## config.mk

```make
export PLATFORM = sky130hd
export DESIGN_NAME = simple_i2c_slave
export DESIGN_NICKNAME = d
export VERILOG_FILES = /design/src/rtl/i2c_line_sync.sv /design/src/rtl/setting_reg.sv /design/src/rtl/simple_i2c_slave.sv
export SDC_FILE = /design/constraint.sdc
export NUM_CORES = 1
export LEC_CHECK = 0
export ABC_AREA = 1
export ABC_CLOCK_PERIOD_IN_PS = 2600
export CAP_MARGIN = 10
export CORE_MARGIN = 2
export CORE_UTILIZATION = 49
export DETAILED_ROUTE_END_ITERATION = 10
export GPL_TIMING_DRIVEN = 0
export PLACE_DENSITY = 0.7
export SYNTH_ARGS = -nofsm -noshare
export SYNTH_HDL_FRONTEND = slang
export SYNTH_SLANG_ARGS = --single-unit
```

## constraint.sdc

```tcl
create_clock -name clock -period 2.6 [get_ports clock]
set_input_delay 0.52 -clock clock [delete_from_list [all_inputs] [get_ports clock]]
set_output_delay 0.52 -clock clock [all_outputs]
set_load 0.02 [all_outputs]
```

## src/rtl/i2c_line_sync.sv

```systemverilog
// Two-flop synchronizers for SCL/SDA plus START, STOP and SCL edge detection.
// Events are held off for three cycles after reset so the idle-high reset value never fakes an edge.
module i2c_line_sync (
    input  logic clock,
    input  logic reset,
    input  logic scl_pad_i,
    input  logic sda_pad_i,
    output logic sda_o,
    output logic start_o,
    output logic stop_o,
    output logic scl_rise_o,
    output logic scl_fall_o
);

    logic       scl_s1_q, scl_s2_q, scl_prev_q;
    logic       sda_s1_q, sda_s2_q, sda_prev_q;
    logic [1:0] warm_q, warm_d;
    logic       en;

    always_comb begin
        warm_d = warm_q;
        if (warm_q != 2'd3) warm_d = warm_q + 2'd1;
    end

    always_ff @(posedge clock) begin
        if (reset) begin
            scl_s1_q   <= 1'b1;
            scl_s2_q   <= 1'b1;
            scl_prev_q <= 1'b1;
            sda_s1_q   <= 1'b1;
            sda_s2_q   <= 1'b1;
            sda_prev_q <= 1'b1;
            warm_q     <= 2'd0;
        end else begin
            scl_s1_q   <= scl_pad_i;
            scl_s2_q   <= scl_s1_q;
            scl_prev_q <= scl_s2_q;
            sda_s1_q   <= sda_pad_i;
            sda_s2_q   <= sda_s1_q;
            sda_prev_q <= sda_s2_q;
            warm_q     <= warm_d;
        end
    end

    assign en         = (warm_q == 2'd3);
    assign sda_o      = sda_s2_q;
    assign scl_rise_o = en &  scl_s2_q & ~scl_prev_q;
    assign scl_fall_o = en & ~scl_s2_q &  scl_prev_q;
    // SDA edges only count as conditions while SCL is stably high.
    assign start_o    = en & scl_s2_q & scl_prev_q &  sda_prev_q & ~sda_s2_q;
    assign stop_o     = en & scl_s2_q & scl_prev_q & ~sda_prev_q &  sda_s2_q;

endmodule

```

## src/rtl/setting_reg.sv

```systemverilog
// Settings-bus register: captures the low WIDTH bits of set_data when the strobe
// addresses MY_ADDR and pulses changed for one cycle alongside the new value.
module setting_reg #(
    parameter logic [7:0] MY_ADDR = 8'd0,
    parameter int         WIDTH   = 32
) (
    input  logic             clock,
    input  logic             reset,
    input  logic             strobe,
    input  logic [7:0]       addr,
    input  logic [31:0]      in_data,
    output logic [WIDTH-1:0] out_data,
    output logic             changed
);

    logic [WIDTH-1:0] out_q, out_d;
    logic             changed_q, changed_d;

    // Upper data bits are legitimately ignored for narrow registers.
    logic unused_in;
    assign unused_in = ^in_data;

    always_comb begin
        out_d     = out_q;
        changed_d = 1'b0;
        if (strobe && (addr == MY_ADDR)) begin
            out_d     = in_data[WIDTH-1:0];
            changed_d = 1'b1;
        end
    end

    always_ff @(posedge clock) begin
        if (reset) begin
            out_q     <= '0;
            changed_q <= 1'b0;
        end else begin
            out_q     <= out_d;
            changed_q <= changed_d;
        end
    end

    assign out_data = out_q;
    assign changed  = changed_q;

endmodule

```

## src/rtl/simple_i2c_slave.sv

```systemverilog
// I2C target exposing a 16 x 8-bit register bank, shared with the settings bus.
// Pointer-addressed writes, auto-incrementing reads, repeated START; never stretches SCL.
module simple_i2c_slave #(
    parameter int         BASE     = 0,
    parameter logic [6:0] I2C_ADDR = 7'h50
) (
    input  logic        clock,
    input  logic        reset,
    input  logic        set_stb,
    input  logic [7:0]  set_addr,
    input  logic [31:0] set_data,
    output logic [31:0] readback,
    output logic        busy,
    output logic        i2c_wr_stb,
    output logic [3:0]  i2c_wr_index,
    input  logic        scl_pad_i,
    input  logic        sda_pad_i,
    output logic        sda_pad_o,
    output logic        sda_padoen_o,
    output logic [31:0] debug
);

    localparam logic [2:0] S_IDLE    = 3'd0;
    localparam logic [2:0] S_ADDR    = 3'd1;
    localparam logic [2:0] S_ACK_OUT = 3'd2;
    localparam logic [2:0] S_RX      = 3'd3;
    localparam logic [2:0] S_TX      = 3'd4;
    localparam logic [2:0] S_ACK_IN  = 3'd5;
    localparam logic [2:0] S_WAIT    = 3'd6;

    logic [11:0] host_wr_bits;
    logic        host_wr_stb;
    logic [3:0]  sel_bits;
    logic        sel_stb;

    setting_reg #(.MY_ADDR(8'(BASE)), .WIDTH(12)) u_sr_wr (
        .clock(clock), .reset(reset), .strobe(set_stb), .addr(set_addr),
        .in_data(set_data), .out_data(host_wr_bits), .changed(host_wr_stb)
    );

    setting_reg #(.MY_ADDR(8'(BASE + 1)), .WIDTH(4)) u_sr_sel (
        .clock(clock), .reset(reset), .strobe(set_stb), .addr(set_addr),
        .in_data(set_data), .out_data(sel_bits), .changed(sel_stb)
    );

    logic sda_s, start_det, stop_det, scl_rise, scl_fall;

    i2c_line_sync u_sync (
        .clock(clock), .reset(reset), .scl_pad_i(scl_pad_i), .sda_pad_i(sda_pad_i),
        .sda_o(sda_s), .start_o(start_det), .stop_o(stop_det),
        .scl_rise_o(scl_rise), .scl_fall_o(scl_fall)
    );

    logic [2:0]  state_q, state_d;
    logic [3:0]  bit_cnt_q, bit_cnt_d;
    logic [7:0]  shift_q, shift_d;
    logic [3:0]  ptr_q, ptr_d;
    logic        rw_q, rw_d;
    logic        first_q, first_d;
    logic        ack_drv_q, ack_drv_d;
    logic        oen_q, oen_d;
    logic        busy_q, busy_d;
    logic        wr_stb_q, wr_stb_d;
    logic [3:0]  wr_index_q, wr_index_d;
    logic        sticky_q, sticky_d;
    logic [31:0] readback_q, readback_d;
    logic [7:0]  bank_q [16];
    logic [7:0]  bank_d [16];
    logic [7:0]  rx_byte;
    logic        i2c_we;

    assign rx_byte = {shift_q[6:0], sda_s};

    always_comb begin
        state_d    = state_q;
        bit_cnt_d  = bit_cnt_q;
        shift_d    = shift_q;
        ptr_d      = ptr_q;
        rw_d       = rw_q;
        first_d    = first_q;
        ack_drv_d  = ack_drv_q;
        oen_d      = oen_q;
        busy_d     = busy_q;
        wr_stb_d   = 1'b0;
        wr_index_d = wr_index_q;
        i2c_we     = 1'b0;

        if (start_det) begin
            state_d   = S_ADDR;
            bit_cnt_d = 4'd0;
            oen_d     = 1'b1;
            busy_d    = 1'b0;
            ack_drv_d = 1'b0;
        end else if (stop_det) begin
            state_d   = S_IDLE;
            oen_d     = 1'b1;
            busy_d    = 1'b0;
            ack_drv_d = 1'b0;
        end else begin
            case (state_q)
                S_ADDR, S_RX: begin
                    if (scl_rise) begin
                        shift_d   = rx_byte;
                        bit_cnt_d = bit_cnt_q + 4'd1;
                        if (bit_cnt_q == 4'd7) begin
                            bit_cnt_d = 4'd0;
                            if (state_q == S_ADDR) begin
                                if (rx_byte[7:1] == I2C_ADDR) begin
                                    state_d = S_ACK_OUT;
                                    busy_d  = 1'b1;
                                    rw_d    = rx_byte[0];
                                    first_d = 1'b1;
                                end else begin
                                    state_d = S_IDLE;
                                end
                            end else begin
                                state_d = S_ACK_OUT;
                                if (first_q) begin
                                    ptr_d   = rx_byte[3:0];
                                    first_d = 1'b0;
                                end else begin
                                    i2c_we     = 1'b1;
                                    wr_stb_d   = 1'b1;
                                    wr_index_d = ptr_q;
                                    ptr_d      = ptr_q + 4'd1;
                                end
                            end
                        end
                    end
                end
                // ACK occupies the low-high-low window between two SCL falls.
                S_ACK_OUT: begin
                    if (scl_fall) begin
                        if (!ack_drv_q) begin
                            oen_d     = 1'b0;
                            ack_drv_d = 1'b1;
                        end else begin
                            ack_drv_d = 1'b0;
                            bit_cnt_d = 4'd0;
                            if (rw_q) begin
                                state_d = S_TX;
                                shift_d = bank_q[ptr_q];
                                oen_d   = bank_q[ptr_q][7];
                            end else begin
                                state_d = S_RX;
                                oen_d   = 1'b1;
                            end
                        end
                    end
                end
                S_TX: begin
                    if (scl_rise) begin
                        bit_cnt_d = bit_cnt_q + 4'd1;
                    end else if (scl_fall) begin
                        if (bit_cnt_q == 4'd8) begin
                            oen_d     = 1'b1;
                            state_d   = S_ACK_IN;
                            bit_cnt_d = 4'd0;
                        end else begin
                            shift_d = {shift_q[6:0], 1'b0};
                            oen_d   = shift_q[6];
                        end
                    end
                end
                S_ACK_IN: begin
                    if (scl_rise) begin
                        if (sda_s) state_d = S_WAIT;
                        else       ptr_d   = ptr_q + 4'd1;
                    end else if (scl_fall) begin
                        state_d   = S_TX;
                        bit_cnt_d = 4'd0;
                        shift_d   = bank_q[ptr_q];
                        oen_d     = bank_q[ptr_q][7];
                    end
                end
                default: ;
            endcase
        end

        // Host write is applied last so it wins a same-register collision.
        bank_d = bank_q;
        if (i2c_we) bank_d[ptr_q] = rx_byte;
        if (host_wr_stb) bank_d[host_wr_bits[11:8]] = host_wr_bits[7:0];

        sticky_d = sticky_q;
        if (sel_stb) sticky_d = 1'b0;
        if (i2c_we)  sticky_d = 1'b1;

        readback_d = {16'd0, 6'd0, sticky_q, busy_q, bank_q[sel_bits]};
    end

    always_ff @(posedge clock) begin
        if (reset) begin
            state_q    <= S_IDLE;
            bit_cnt_q  <= 4'd0;
            shift_q    <= 8'd0;
            ptr_q      <= 4'd0;
            rw_q       <= 1'b0;
            first_q    <= 1'b0;
            ack_drv_q  <= 1'b0;
            oen_q      <= 1'b1;
            busy_q     <= 1'b0;
            wr_stb_q   <= 1'b0;
            wr_index_q <= 4'd0;
            sticky_q   <= 1'b0;
            readback_q <= 32'd0;
            for (int i = 0; i < 16; i++) bank_q[i] <= 8'd0;
        end else begin
            state_q    <= state_d;
            bit_cnt_q  <= bit_cnt_d;
            shift_q    <= shift_d;
            ptr_q      <= ptr_d;
            rw_q       <= rw_d;
            first_q    <= first_d;
            ack_drv_q  <= ack_drv_d;
            oen_q      <= oen_d;
            busy_q     <= busy_d;
            wr_stb_q   <= wr_stb_d;
            wr_index_q <= wr_index_d;
            sticky_q   <= sticky_d;
            readback_q <= readback_d;
            for (int i = 0; i < 16; i++) bank_q[i] <= bank_d[i];
        end
    end

    assign readback     = readback_q;
    assign busy         = busy_q;
    assign i2c_wr_stb   = wr_stb_q;
    assign i2c_wr_index = wr_index_q;
    assign sda_pad_o    = 1'b0;
    assign sda_padoen_o = oen_q;
    assign debug        = {13'd0, state_q, bit_cnt_q, ptr_q, shift_q};

endmodule
```

; Word-level counts from Yosys, hierarchy flattened
; Index checks and enable logic that the tools add are counted.
; W data, S select, Z words.
[word_totals]
regBits = 216
latch_bits = 0
mem_bits_rw = 0
mem_bits_ro = 0
memories = 0
[op_classes]
add_sub_neg = 3
mul = 0
div_mod_pow = 0
order_cmp = 5
n_eq_ne = 39
shift = 0
muxes = 80
bitwise = 20
reduce_logical = 24
[ops]
columns = cell, count
row1 = $bwmux W128, 2
row2 = $mux W128, 2
row3 = $mux W8, 15
row4 = $bmux W8 S4, 2
row5 = $demux W8 S4, 2
row6 = $mux W4, 15
row7 = $mux W3, 12
row8 = $pmux W8 S4, 1
row9 = $ne A2 B2 Y1 const B, 15
row10 = $ne A4 B4 Y1 const B, 7
row11 = $mux W1, 24
row12 = $reduce_and A10 Y1, 2
row13 = $pmux W4 S4, 1
row14 = $ge A5 B5 Y1 const B, 3
row15 = $not A4 Y5, 3
row16 = $reduce_and A7 Y1, 2
row17 = $pmux W3 S4, 1
row18 = $reduce_and A12 Y1, 1
row19 = $reduce_and A6 Y1, 2
row20 = $lt A5 B1 Y1 const B, 2
row21 = $and A1 B1 Y1, 9
row22 = $ne A3 B3 Y1 const B, 3
row23 = $reduce_and A9 Y1, 1
row24 = $add A4 B1 Y4 const B, 2
row25 = other kinds (28), 42

; Logic depth before layout (Yosys ltp)
[depth]
depth_word = 10
depth_mapped = 12

; Cells and area by module
; Synthesis repeated with hierarchy kept, for this count alone.
[unflattened]
hier_cells = 1901
hier_area_um2 = 12120.4
[by_module_without_submodules]
columns = module, instances, cells_per_inst, area_each_um2, seq_area_each_um2
row1 = simple_i2c_slave, 1, 1730, 10938.0, 3363.2
row2 = setting_reg (u_sr_wr), 1, 91, 614.3, 260.2
row3 = i2c_line_sync, 1, 37, 290.3, 160.2
row4 = setting_reg (u_sr_sel), 1, 43, 277.8, 100.1

; Least setup slack after synthesis
; Ideal clock, no wire load.
[synth_timing]
kind = register to register
from = register ptr_q[1]
to = register bank_q[30] (netlist bit)
setup_time_ps = 109
arrival_time_ps = 2094
required_ps = 2491
setup_slack_ps = 397
path_stages_with_launch = 13
path_buffers = 3
cell_sequence = dfxtp_1 > clkbuf_1 > clkinv_1 > clkbuf_1 > ha_1 > inv_1 > nor2_1 > nand2_4 > buf_6 > a21oi_1 > o21ai_0 > nand2_1 > inv_1
[synth_between]
elab_chain_len = 9
word_cells_on_any_way = 10
[synth_rtl]
columns = element, line
row1 = "start, declared", simple_i2c_slave.sv:57  ; logic [3:0] ptr_q, ptr_d;
row2 = "start signal, assigned", simple_i2c_slave.sv:212  ; ptr_q <= ptr_d;
row3 = $not A4 Y5 (not written as such) (*), simple_i2c_slave.sv:182  ; if (i2c_we) bank_d[ptr_q] = rx_byte;
row4 = $ge A5 B5 Y1 (not written as such) or $lt A5 B1 Y1 (tied branches), simple_i2c_slave.sv:182
row5 = $logic_and A1 B1 Y1 (not written as such), simple_i2c_slave.sv:182
row6 = $mux W8 (not written as such), simple_i2c_slave.sv:182
row7 = $demux W8 S4 (*), simple_i2c_slave.sv:182
row8 = $bwmux W128 (*), simple_i2c_slave.sv:182
row9 = $mux W128 (*), simple_i2c_slave.sv:182
row10 = $bwmux W128, simple_i2c_slave.sv:183  ; if (host_wr_stb) bank_d[host_wr_bits[11:8]] = host_wr_bits[7:0];
row11 = $mux W128 (*), simple_i2c_slave.sv:183
row12 = "end, declared", simple_i2c_slave.sv:67  ; logic [7:0] bank_q [16];
; Every way passes the cells marked *; elsewhere a longest branch is shown, timed or not.
; A chain may end at the register's enable or synchronous reset.

==> tab_implementation.tex <==
\begin{tabular}{lr}
\hline
Metric & Value \\
\hline
\multicolumn{2}{l}{\textbf{Run status}} \\
\quad Outcome & complete, no violations \\
\multicolumn{2}{l}{\textbf{Detailed routing}} \\
\quad Antenna Nets Post-Route & 0 \\
\quad Final wirelength & 55000 microns \\
\quad Drt drc & 0 \\
\quad Routed wire per std cell & 23.1 microns \\
\quad DR vias & 14000 \\
\quad Detailed-routing iteration count for the pre-antenna-repair pass & 6 \\
\quad Via count normalized by instance count & 5.88 \\
\quad Number of violations reported at the end of detailed-routing iteration 0 & 1868 \\
\multicolumn{2}{l}{\textbf{STA}} \\
\quad Period utilization & 100\% \\
\quad Shortest period the worst path allows & 2600 ps \\
\quad Count of endpoints failing setup in the final report & 0 \\
\quad Slew Limit Headroom & 15.9\% \\
\quad Clk\_skew & 18.6 ps \\
\quad Max-slew violation count & 0 \\
\quad Fmax & 0.385 GHz \\
\quad Final TNS setup & 0 ps \\
\quad Hold violation total from the final report & 0 \\
\quad Worst Tran Pin Value & 1260 ps \\
\quad Final hold slack & 412 ps \\
\multicolumn{2}{l}{\textbf{Yosys}} \\
\quad Yosys top cell area share & 32.0\% \\
\quad Number of distinct library cells after synthesis & 36 \\
\quad Post-Synthesis Cells & 1933 \\
\quad Leading area contributor after synthesis & dfxtp\_1 \\
\quad Share of synthesized area occupied by flip-flops and latches & 32.0\% \\
\quad Synthesized area per cell & 6.28 sq um \\
\quad Total number of yosys warnings & 0 \\
\quad Ranking of synthesized cells by area & dfxtp\_1 (32\%), o21ai\_0 (13\%), nand2\_1 (12\%) \\
\quad Cell area after synthesis & 0.0121 sq mm \\
\quad Total of flip-flops plus latches after synthesis & 194 \\
\multicolumn{2}{l}{\textbf{Critical path}} \\
\quad Source of the critical timing path & reset \\
\quad Worst setup path endpoint & u\_sr\_wr.out\_data[2]\$\_SDFFE\_PP0P\_ \\
\quad Most common cell on crit path & clkbuf\_1 \\
\quad Path type of the worst setup path & input pin to flop \\
\quad Critical Path Start Type & input pin \\
\quad Worst r2r src & u\_sync.sda\_o\$\_SDFF\_PP1\_ \\
\quad Critical Path End Type & flop \\
\quad R2r setup slk & 20 ps \\
\quad R2R Path End & bank\_q[40]\$\_SDFF\_PP0\_ \\
\quad Worst path buffer plus inverter count & 4 \\
\quad CP arrival & 3000 ps \\
\quad Top Family by Delay on Critical Path & buffers and inverters \\
\quad Number of stages on the worst setup path & 6 \\
\quad Number of cells traversed by the worst register-to-register path & 6 \\
\quad Maximum fanout encountered on the critical timing path & 10 \\
\quad Slowest stage cell on the critical path & clkbuf\_1 \\
\quad Ordered list of cells on the worst path & clkdlybuf4s50\_1, inv\_1, clkbuf\_1, clkbuf\_1, o21ai\_0, a21oi\_1 \\
\quad Critical Path RT & 3000 ps \\
\quad Worst stage delay on the critical path & 600 ps \\
\multicolumn{2}{l}{\textbf{Floorplan}} \\
\quad Die outline area & 0.0260 sq mm \\
\quad Horiz. Die Dim & 161 microns \\
\quad Initial cell density of the core & 49.9\% \\
\quad Ports & 117 \\
\quad FP Rows & 57 \\
\quad Std-Cell Core Area & 0.0243 sq mm \\
\quad Chip height & 161 microns \\
\multicolumn{2}{l}{\textbf{GRT}} \\
\quad Via count of the first global-routing pass & 12500 \\
\quad Global Route met2 Usage & 63.2\% \\
\quad GR Util All Layers & 41.9\% \\
\quad Global Route met3 Usage & 9.94\% \\
\quad Most used routing layer in global routing & met2 \\
\quad Gr ovfl total & 0 \\
\quad Maximum number of pins on one net before global-route repair & 22 \\
\quad Global routing usage on met1 & 53.4\% \\
\quad Number of antenna violations at the first check in global routing & 2 \\
\quad Global-route wire length before repair & 79300 microns \\
\multicolumn{2}{l}{\textbf{Power and ir drop}} \\
\quad Sequential power share & 36.9\% \\
\quad VDD IR max & 511 uV \\
\quad Clock group share of total power & 32.3\% \\
\quad Leakage Power & 0.00691 uW \\
\quad Internal power of the cells & 5110 uW \\
\quad Relative contribution of combinational cells to total power & 30.8\% \\
\quad Switching power summed over all nets & 3640 uW \\
\quad Fraction of power spent switching nets & 41.6\% \\
\quad Total power divided by cell area & 628 mW/mm\^{}2 \\
\quad Design Power & 8760 uW \\
\multicolumn{2}{l}{\textbf{Clock network}} \\
\quad Buffers from clock root to sink, at most & 2 \\
\quad Clock tree root buffer cell & clkbuf\_16 \\
\quad Clock tree from TritonCTS & done \\
\quad Number of buffers added by the clock tree synthesis step & 17 \\
\quad Clock tree sinks & 194 \\
\quad Depth of the CTS H-tree & 4 \\
\quad Hold Buf Count CTS & 0 \\
\quad Worst-Skew Late Latency & 470 ps \\
\quad Clock transition at the registers of the reported paths & 90 ps \\
\multicolumn{2}{l}{\textbf{Final layout}} \\
\quad Finished Core Util & 57.3\% \\
\quad Non-filler cells, final & 2385 \\
\quad Top library cells by usage in the layout, fill and taps aside & nand2\_1 (384), o21ai\_0 (319), inv\_1 (292), dfxtp\_1 (193), a21oi\_1 (187) \\
\quad P\&R area growth vs syn & 14.9\% \\
\quad Leading cell type in the layout, fill and taps excluded & nand2\_1 \\
\quad Net count, final & 2099 \\
\quad Share of final-layout standard cells stronger than drive strength 1 & 6.75\% \\
\multicolumn{2}{l}{\textbf{Placement}} \\
\quad Final HPWL DP & 40300 microns \\
\quad \# placed instances & 2352 \\
\quad Weighted congestion reported at the end of routability-driven placement & 1.06 \\
\quad Number of I/O port buffers & 60 \\
\multicolumn{2}{l}{\textbf{Flow run}} \\
\quad Total of max-cap violations & 0 \\
\multicolumn{2}{l}{\textbf{Hold path}} \\
\quad Worst hold-check path type & flop to flop \\
\hline
\end{tabular}
-- what timing repair did --
item                       CTS  global route
buffers inserted             0             1
hold endpoints to repair     0             0
gates resized for setup     10            18
setup endpoints to repair   64            51
pin swaps                    0             1
gates cloned                 0             0
-- power by group through the flow --
| stage | combinational, uW | clock [uW] | sequential (uW) |
|---|---|---|---|
| 6_report | 2700 | 2830 | 3230 |
| 4_1_cts | 2600 | 2810 | 3220 |
| 3_3_place_gp | 2550 | 0 | 3290 |
| 2_1_floorplan | 1390 | 0 | 3380 |
| 3_5_place_dp | 2570 | 0 | 3290 |
| 5_1_grt | 2870 | 2930 | 3240 |
-- worst min-delay path by stage --
stage | startpoint | endpoint | slack [ps] | cells past startpoint
final | u_sync.sda_s1_q$_SDFF_PP1_ | u_sync.sda_o$_SDFF_PP1_ | 410 | 1
after global routing | u_sync.sda_s1_q$_SDFF_PP1_ | u_sync.sda_o$_SDFF_PP1_ | 430 | 1
after CTS | u_sync.sda_s1_q$_SDFF_PP1_ | u_sync.sda_o$_SDFF_PP1_ | 410 | 1
after detailed placement | u_sync.sda_s1_q$_SDFF_PP1_ | u_sync.sda_o$_SDFF_PP1_ | 390 | 1
after global placement | u_sync.sda_s1_q$_SDFF_PP1_ | u_sync.sda_o$_SDFF_PP1_ | 390 | 1
after floorplan | u_sr_sel.changed$_SDFF_PP0_ | sticky_q$_SDFFE_PP0P_ | 390 | 1
-- synth_stat cells, drive strengths merged --
master	count
nand3b	2
nand3	62
clkbuf	79
nor3	11
o211ai	56
nor2	156
clkinv	7
conb	1
dfxtp	194
o21ai	326
buf	70
or2	4
nor4	2
a31o	1
o21bai	61
o31ai	1
a21oi	187
nand4	12
a211oi	5
nand2	394
a31oi	1
xor2	2
inv	292
ha	7
-- cell families (layout without fill, tap and decap cells) --
| group | Yosys count | in the layout | share of synthesized area [%] |
|---|---|---|---|
| AO/OA/AOI/OAI | 638 | 638 | 28.9 |
| XOR/XNOR | 2 | 2 | 0.144 |
| adder cells (fa/ha/maj) | 7 | 7 | 0.722 |
| buffers and inverters | 448 | 540 | 15.9 |
| flip-flops | 194 | 194 | 32.0 |
| other | 1 | 37 | 0.0309 |
| AND/OR/NAND/NOR | 643 | 643 | 22.3 |
-- stage by stage --
stage	area, sq um	setup slack [ps]
6_report	13900	0.477
5_1_grt	13900	-7.56
4_1_cts	13900	15.1
3_5_place_dp	13300	-501
3_3_place_gp	13300	-463
2_1_floorplan	12300	397
-- layer usage --
metal	routed length, microns	share of wire [%]
met1	20700	38
met2	23400	43
met3	6490	12
met4	4390	8.0
met5	11	0.020
-- state kept, by name, indices dropped and copies added (netlist names), 2 cells and up --
register and flops:
bit_cnt_q 4, u_sr_sel.out_data 4, ptr_q 4, i2c_wr_index 4, shift_q 8, u_sync.warm_q 2
state_q 3, readback 10, bank_q 128, u_sr_wr.out_data 12
-- area by class of cell --
class	instances	area [sq um]
timing repair buffer	61	621
clock buffer	17	425
clock inverter	15	185
antenna	1	2.50
fill	2445	10400
multi-input combinational	1326	6460
sequential	194	3880
tap	324	405
buffer	148	830
inverter	299	1130
(Power assumes the default switching activity.)
